$ cat config.mk
export PLATFORM = sky130hd
export DESIGN_NAME = line_window_3x3_flat
export DESIGN_NICKNAME = d
export VERILOG_FILES = /design/src/rtl/line_window_3x3_if.sv /design/src/rtl/line_window_3x3.sv /design/src/flat_wrapper.sv
export SDC_FILE = /design/constraint.sdc
export NUM_CORES = 2
export LEC_CHECK = 0
export ABC_AREA = 1
export CAP_MARGIN = 40
export CORE_MARGIN = 3
export CORE_UTILIZATION = 38
export CTS_CLUSTER_DIAMETER = 120
export CTS_CLUSTER_SIZE = 28
export DETAILED_ROUTE_END_ITERATION = 10
export SLEW_MARGIN = 20
export SYNTH_ARGS = -nofsm -noshare
export SYNTH_HDL_FRONTEND = slang
export SYNTH_MEMORY_MAX_BITS = 65536
export SYNTH_SLANG_ARGS = --single-unit
export TNS_END_PERCENT = 1
$ cat constraint.sdc
create_clock -name clk -period 11.3 [get_ports clk]
set_input_delay 1.695 -clock clk [delete_from_list [all_inputs] [get_ports clk]]
set_output_delay 1.695 -clock clk [all_outputs]
set_load 0.005 [all_outputs]
$ cat src/rtl/line_window_3x3_if.sv
// rtl/line_window_3x3_if.sv - pixel-in / window-out handshake bundle for line_window_3x3
interface line_window_3x3_if #(
  parameter int DATA_W = 32
);
  logic                  in_valid;
  logic                  in_ready;
  logic [DATA_W-1:0]     in_data;
  logic                  win_valid;
  logic                  win_ready;
  logic [9*DATA_W-1:0]   win_data;

  // Window generator side
  modport slave (
    input  in_valid, in_data, win_ready,
    output in_ready, win_valid, win_data
  );

  // Pixel source / window sink side
  modport master (
    output in_valid, in_data, win_ready,
    input  in_ready, win_valid, win_data
  );
endinterface

$ cat src/rtl/line_window_3x3.sv
// rtl/line_window_3x3.sv - 3x3 sliding window over a raster pixel stream; LINE_WINDOW_FRAME_DONE_EN adds frame_done
module line_window_3x3 #(
  parameter int DATA_W = 32,
  parameter int IMG_W  = 64,
  parameter int IMG_H  = 64
) (
  input  logic                 clk,
  input  logic                 rst,
  line_window_3x3_if.slave     bus
`ifdef LINE_WINDOW_FRAME_DONE_EN
  ,
  output logic                 frame_done
`endif
);

  localparam int CW = (IMG_W > 1) ? $clog2(IMG_W) : 1;
  localparam int RW = (IMG_H > 1) ? $clog2(IMG_H) : 1;
  localparam logic [CW-1:0] COL_LAST = CW'(IMG_W - 1);
  localparam logic [RW-1:0] ROW_LAST = RW'(IMG_H - 1);

  logic [CW-1:0]     col_q, col_d;
  logic [RW-1:0]     row_q, row_d;
  logic              win_valid_q, win_valid_d;
  logic [DATA_W-1:0] win_q   [3][3];
  logic [DATA_W-1:0] line1_q [IMG_W];
  logic [DATA_W-1:0] line2_q [IMG_W];

  logic              accept;
  logic              qualify;
  logic              frame_last;
  logic [DATA_W-1:0] tap1;
  logic [DATA_W-1:0] tap2;

  // A new pixel can enter whenever the output slot is empty or being drained.
  assign bus.in_ready = !win_valid_q || bus.win_ready;
  assign bus.win_valid = win_valid_q;
  assign accept     = bus.in_valid && bus.in_ready;
  assign qualify    = (row_q >= RW'(2)) && (col_q >= CW'(2));
  assign frame_last = (row_q == ROW_LAST) && (col_q == COL_LAST);
  assign tap1       = line1_q[col_q];
  assign tap2       = line2_q[col_q];

  // Raster position and output-valid next state
  always_comb begin
    col_d       = col_q;
    row_d       = row_q;
    win_valid_d = win_valid_q;
    if (accept) begin
      // Only pixels at row>=2, col>=2 close a patch that lies wholly in one frame.
      win_valid_d = qualify;
      if (col_q == COL_LAST) begin
        col_d = '0;
        row_d = (row_q == ROW_LAST) ? '0 : row_q + 1'b1;
      end else begin
        col_d = col_q + 1'b1;
      end
    end else if (bus.win_ready) begin
      win_valid_d = 1'b0;
    end
  end

  // Position counters, valid flag and the 3x3 shift window
  always_ff @(posedge clk) begin
    if (rst) begin
      col_q       <= '0;
      row_q       <= '0;
      win_valid_q <= 1'b0;
      for (int r = 0; r < 3; r++) begin
        for (int c = 0; c < 3; c++) begin
          win_q[r][c] <= '0;
        end
      end
    end else begin
      col_q       <= col_d;
      row_q       <= row_d;
      win_valid_q <= win_valid_d;
      if (accept) begin
        for (int r = 0; r < 3; r++) begin
          win_q[r][0] <= win_q[r][1];
          win_q[r][1] <= win_q[r][2];
        end
        win_q[0][2] <= tap2;
        win_q[1][2] <= tap1;
        win_q[2][2] <= bus.in_data;
      end
    end
  end

  // Line buffers: row-1 moves down to row-2, the incoming pixel becomes row-1.
  // Contents are not reset; rows 0 and 1 of a frame never produce a window.
  always_ff @(posedge clk) begin
    if (accept && !rst) begin
      line2_q[col_q] <= tap1;
      line1_q[col_q] <= bus.in_data;
    end
  end

  // Flatten the window, element (r,c) at slot r*3+c
  always_comb begin
    bus.win_data = '0;
    for (int r = 0; r < 3; r++) begin
      for (int c = 0; c < 3; c++) begin
        bus.win_data[(r*3+c)*DATA_W +: DATA_W] = win_q[r][c];
      end
    end
  end

`ifdef LINE_WINDOW_FRAME_DONE_EN
  logic frame_done_q;

  // One-cycle pulse after the last pixel of a frame is taken
  always_ff @(posedge clk) begin
    if (rst) begin
      frame_done_q <= 1'b0;
    end else begin
      frame_done_q <= accept && frame_last;
    end
  end

  assign frame_done = frame_done_q;
`else
  logic unused_frame_last;
  assign unused_frame_last = frame_last;
`endif

endmodule

$ cat src/flat_wrapper.sv
// flat-port wrapper written by rule: the top's interface ports become plain ports
module line_window_3x3_flat 
#(
  parameter int DATA_W = 32,
  parameter int IMG_W  = 64,
  parameter int IMG_H  = 64
)
  (clk, rst, bus_in_valid, bus_in_data, bus_win_ready, bus_in_ready, bus_win_valid, bus_win_data);
  line_window_3x3_if #(.DATA_W(DATA_W)) bus_i ();
  input  logic clk;
  input  logic rst;
  input wire logic [$bits(bus_i.in_valid)-1:0] bus_in_valid;
  input wire logic [$bits(bus_i.in_data)-1:0] bus_in_data;
  input wire logic [$bits(bus_i.win_ready)-1:0] bus_win_ready;
  output wire logic [$bits(bus_i.in_ready)-1:0] bus_in_ready;
  output wire logic [$bits(bus_i.win_valid)-1:0] bus_win_valid;
  output wire logic [$bits(bus_i.win_data)-1:0] bus_win_data;
  assign bus_i.in_valid = bus_in_valid;
  assign bus_i.in_data = bus_in_data;
  assign bus_i.win_ready = bus_win_ready;
  assign bus_in_ready = bus_i.in_ready;
  assign bus_win_valid = bus_i.win_valid;
  assign bus_win_data = bus_i.win_data;
  line_window_3x3 #(.DATA_W(DATA_W), .IMG_W(IMG_W), .IMG_H(IMG_H)) u_core (.clk(clk), .rst(rst), .bus(bus_i));
endmodule
==> impl_results.md <==
- Total wirelength of the detailed-routed design: 537.2 mm
- Proportion of register bits with asynchronous set or reset after synthesis: 0%
- Met2 routed wirelength: 249.5 mm
- Top metal layer carrying routed signals: met5
- Port Buffer Count: 325
- Clock buffers created by TritonCTS: 182
- Post-DR vias/cell: 5.507
- CP Launch Type: register
- Post-CTS Hold Fix Bufs: 0
- Ratio of final minimum period to clock period: 47.08%
- Critical-path maximum fanout: 202
- Total of flip-flops plus latches after synthesis: 4403
- Critical path arrival: 5.93 ns
- Pin count of the biggest net entering global routing: 203
- Sequential cell area fraction in the yosys report: 75.14%
- Maximum clock frequency: 188.0 MHz
- Worst slack at placement: 5.097 ns
- Cell area after synthesis: 175700 µm²
- Area growth syn-to-layout: 8.941%
- Setup_tns: 0 ns
- Post-Route Skew: 0.05694 ns
- Post-DP HPWL: 291.1 mm
- Slew of the pin with the lowest slew margin: 0.9551 ns
- Unrepaired setup endpoints after global routing: no
- Final count of negative-setup-slack endpoints: 0
- Chip height: 686 µm
- Final cell utilization of the core: 41.60%
- Min-Delay Path Class: register to register
- Number of search-and-repair iterations in the first detailed-routing pass: 8
- Synthesized area per cell: 12.37 µm²
- Slowest stage cell, crit path: buf_4
- Number of H-tree levels: 4
- Clock tree from TritonCTS: done
- Clock tree root driver cell: clkbuf_16
- Post-Route M1 WL: 218.1 mm
- Most common cell in the netlist: edfxtp_1
- Worst path max stage delay: 0.68 ns
- Initial antenna violation count: 34
- Minimum clock period after layout: 5.320 ns
- Critical path buffers and inverters: 6
- Largest area contributor in the netlist: edfxtp_1
- Net count of the finished layout: 14220
- Total die area: 470600 µm²
- Core Footprint: 460200 µm²
- Boundary Pins: 326
- ANT nets after route: 0
- Gr usage total: 22.07%
- Wire length per cell after detailed routing: 26.37 µm
- Number of pins exceeding their max-slew limit in the final report: 0
- Number of core rows: 249
- Post-synthesis net count: 14250
- Required time at the worst-slack endpoint: 11.91 ns
- Overflow left after global routing: 0
- Number of global-route vias before repair: 103100
- Max-slew headroom at the worst pin: 36.33%
- Worst vdd ir: 0.0001279 V
- Worst path setup slack after routing: 5.980 ns
- Cell repeated most along the worst path: nand3_1
- Share of post-route cells with drive strength above 1: 4.945%
- Most instantiated cells after synthesis: 4384 x edfxtp_1, 4152 x nand2_1, 3789 x nand3_1, 496 x buf_2, 493 x nor2_1
- Primary flip-flop cell chosen by synthesis mapping: edfxtp_1
- Status: completed
- Number of warnings reported in the yosys synthesis log: 0
- Power per cell area: 152.1 nW/µm²
- Wire length of the first global-routing pass: 763.6 mm
- Cell Chain, Critical Path: buf_16 > clkinv_16 > buf_4 > buf_12 > nand2_1 > nand3_1 > nand3_1 > nand3_1 > nand3_1 > nand3_1 > nand2_1 > inv_1 > buf_4
- Sink Count: 4403
- Setup repair bufs after CTS: 0
- CP Capture Type: register
- Violation count after the first detailed-route iteration: 14830
- Horiz. Die Dim: 686 µm
- Deepest clock path buffer count: 4
- Max_cap viols: 0
- Path type of the worst setup path: register to register
- Starting Density: 38.19%
- Post_cts resized: 0
- EDFF count, synth: 4384
- Hold Violations, Final: 0
- Number of instances in the synthesized netlist: 14210
- Category of cells accounting for the largest share of critical-path delay: buffers and inverters
- Most area-consuming cells after synthesis: edfxtp_1 75%, nand3_1 11%, nand2_1 8.9%, buf_2 1.4%, nor2_1 1.1%
- Met3 wire length: 49.86 mm
- Yosys cell types: 27
- Insertion delay to the later sink of the worst-skew pair: 0.95 ns
- Top-area cell type share of the netlist area: 74.92%
- Leakage power of the design: 65.14 nW
- Post-detailed-route DRC marker count: 0
- Vias after detailed routing: 112200
- Clock-pin slew on the worst setup and hold paths: 0.11 ns
- Weighted congestion at the end of routability-driven global placement: 0.8083
[layout by cell type (no fill, tap or decap), drive strengths merged, types with 19 or more instances in the layout]
cell and count:
a21oi 37, buf 423, clkbuf 202, clkdlybuf4s50 293, clkinv 21, dfxtp 19
edfxtp 4384, inv 281, nand2 4152, nand3 3789, nor2 493, o21ai 71
o22ai 33
[routing by layer]
metal  vias to the layer above  global-route usage, %
met5                         -                      0
met1                     55970                  31.06
met2                      5581                  35.20
met4                        14                  7.423
met3                       721                  3.252
li1                      49910                      -
[stage by stage]
stage | cells | hold slack, ns | cell area [µm²] | total power [W]
2_1_floorplan | 14210 | 0.4722 | 175700 | 0.02037
3_3_place_gp | 20050 | 0.4987 | 184400 | 0.02145
3_5_place_dp | 20130 | 0.5047 | 186000 | 0.02150
4_1_cts | 20350 | 0.5229 | 190900 | 0.02921
5_1_grt | 20370 | 0.5476 | 191400 | 0.02999
6_report | 20370 | 0.5371 | 191400 | 0.02912
[final cells by class]
class / count / area [µm²]
Clock buffer: 202 / 4693
Sequential cell: 4403 / 132000
Tap cell: 6149 / 7694
Inverter: 285 / 1147
Multi-Input combinational cell: 8593 / 37780
Timing Repair Buffer: 716 / 7809
Antenna cell: 8 / 20.02
Clock inverter: 17 / 234.0
Fill cell: 42170 / 268700
[cells by family (layout without fill, tap and decap cells)]
group,count (synthesis),count (layout),share of synthesized area [%]
AND/OR/NAND/NOR,8445,8445,20.75
AO/OA/AOI/OAI,142,142,0.4301
XOR/XNOR,2,2,0.009971
flip-flops,4403,4403,75.14
adder cells (fa/ha/maj),4,4,0.02848
other,0,8,0
buffers and inverters,1211,1220,3.644
[power by group]
group	internal [W]	leakage [nW]	total [W]	switching, W
Combinational	0.000697	22.5	0.00274	0.00204
Clock	0.00302	2.40	0.00796	0.00494
Sequential	0.0183	40.2	0.0184	0.0000820
Total	0.0220	65.1	0.0291	0.00707
[worst reg2reg max path, stage by stage (launching register included)]
cell and delay (ns):
dfxtp_4 0.44, buf_16 0.23, clkinv_16 0.36, buf_4 1.02, buf_12 0.70, nand2_1 0.22
nand3_1 0.13, nand3_1 0.10, nand3_1 0.15, nand3_1 0.09, nand3_1 0.35, nand2_1 0.38
inv_1 0.15, buf_4 0.59
[final timing paths]
check,startpoint,end,slack [ns],cells past startpoint
hold / removal,u_core.row_q[4]$_SDFFE_PP0P_,u_core.row_q[4]$_SDFFE_PP0P_,0.54,2
hold reg to reg,u_core.row_q[4]$_SDFFE_PP0P_,u_core.row_q[4]$_SDFFE_PP0P_,0.54,2
setup reg to reg,register,u_core.line2_q[34][25]$_DFFE_PP_,5.98,13
setup / recovery,register,u_core.line2_q[34][25]$_DFFE_PP_,5.98,13
[state kept, by name (all words and copies together) (netlist names), named ones only]
signal                cells
u_core.win_q            288
u_core.line2_q         2048
u_core.line1_q         2048
u_core.col_q              6
u_core.row_q              6
u_core.bus.win_valid      1
No activity file was read; power rests on OpenSTA's default activity.
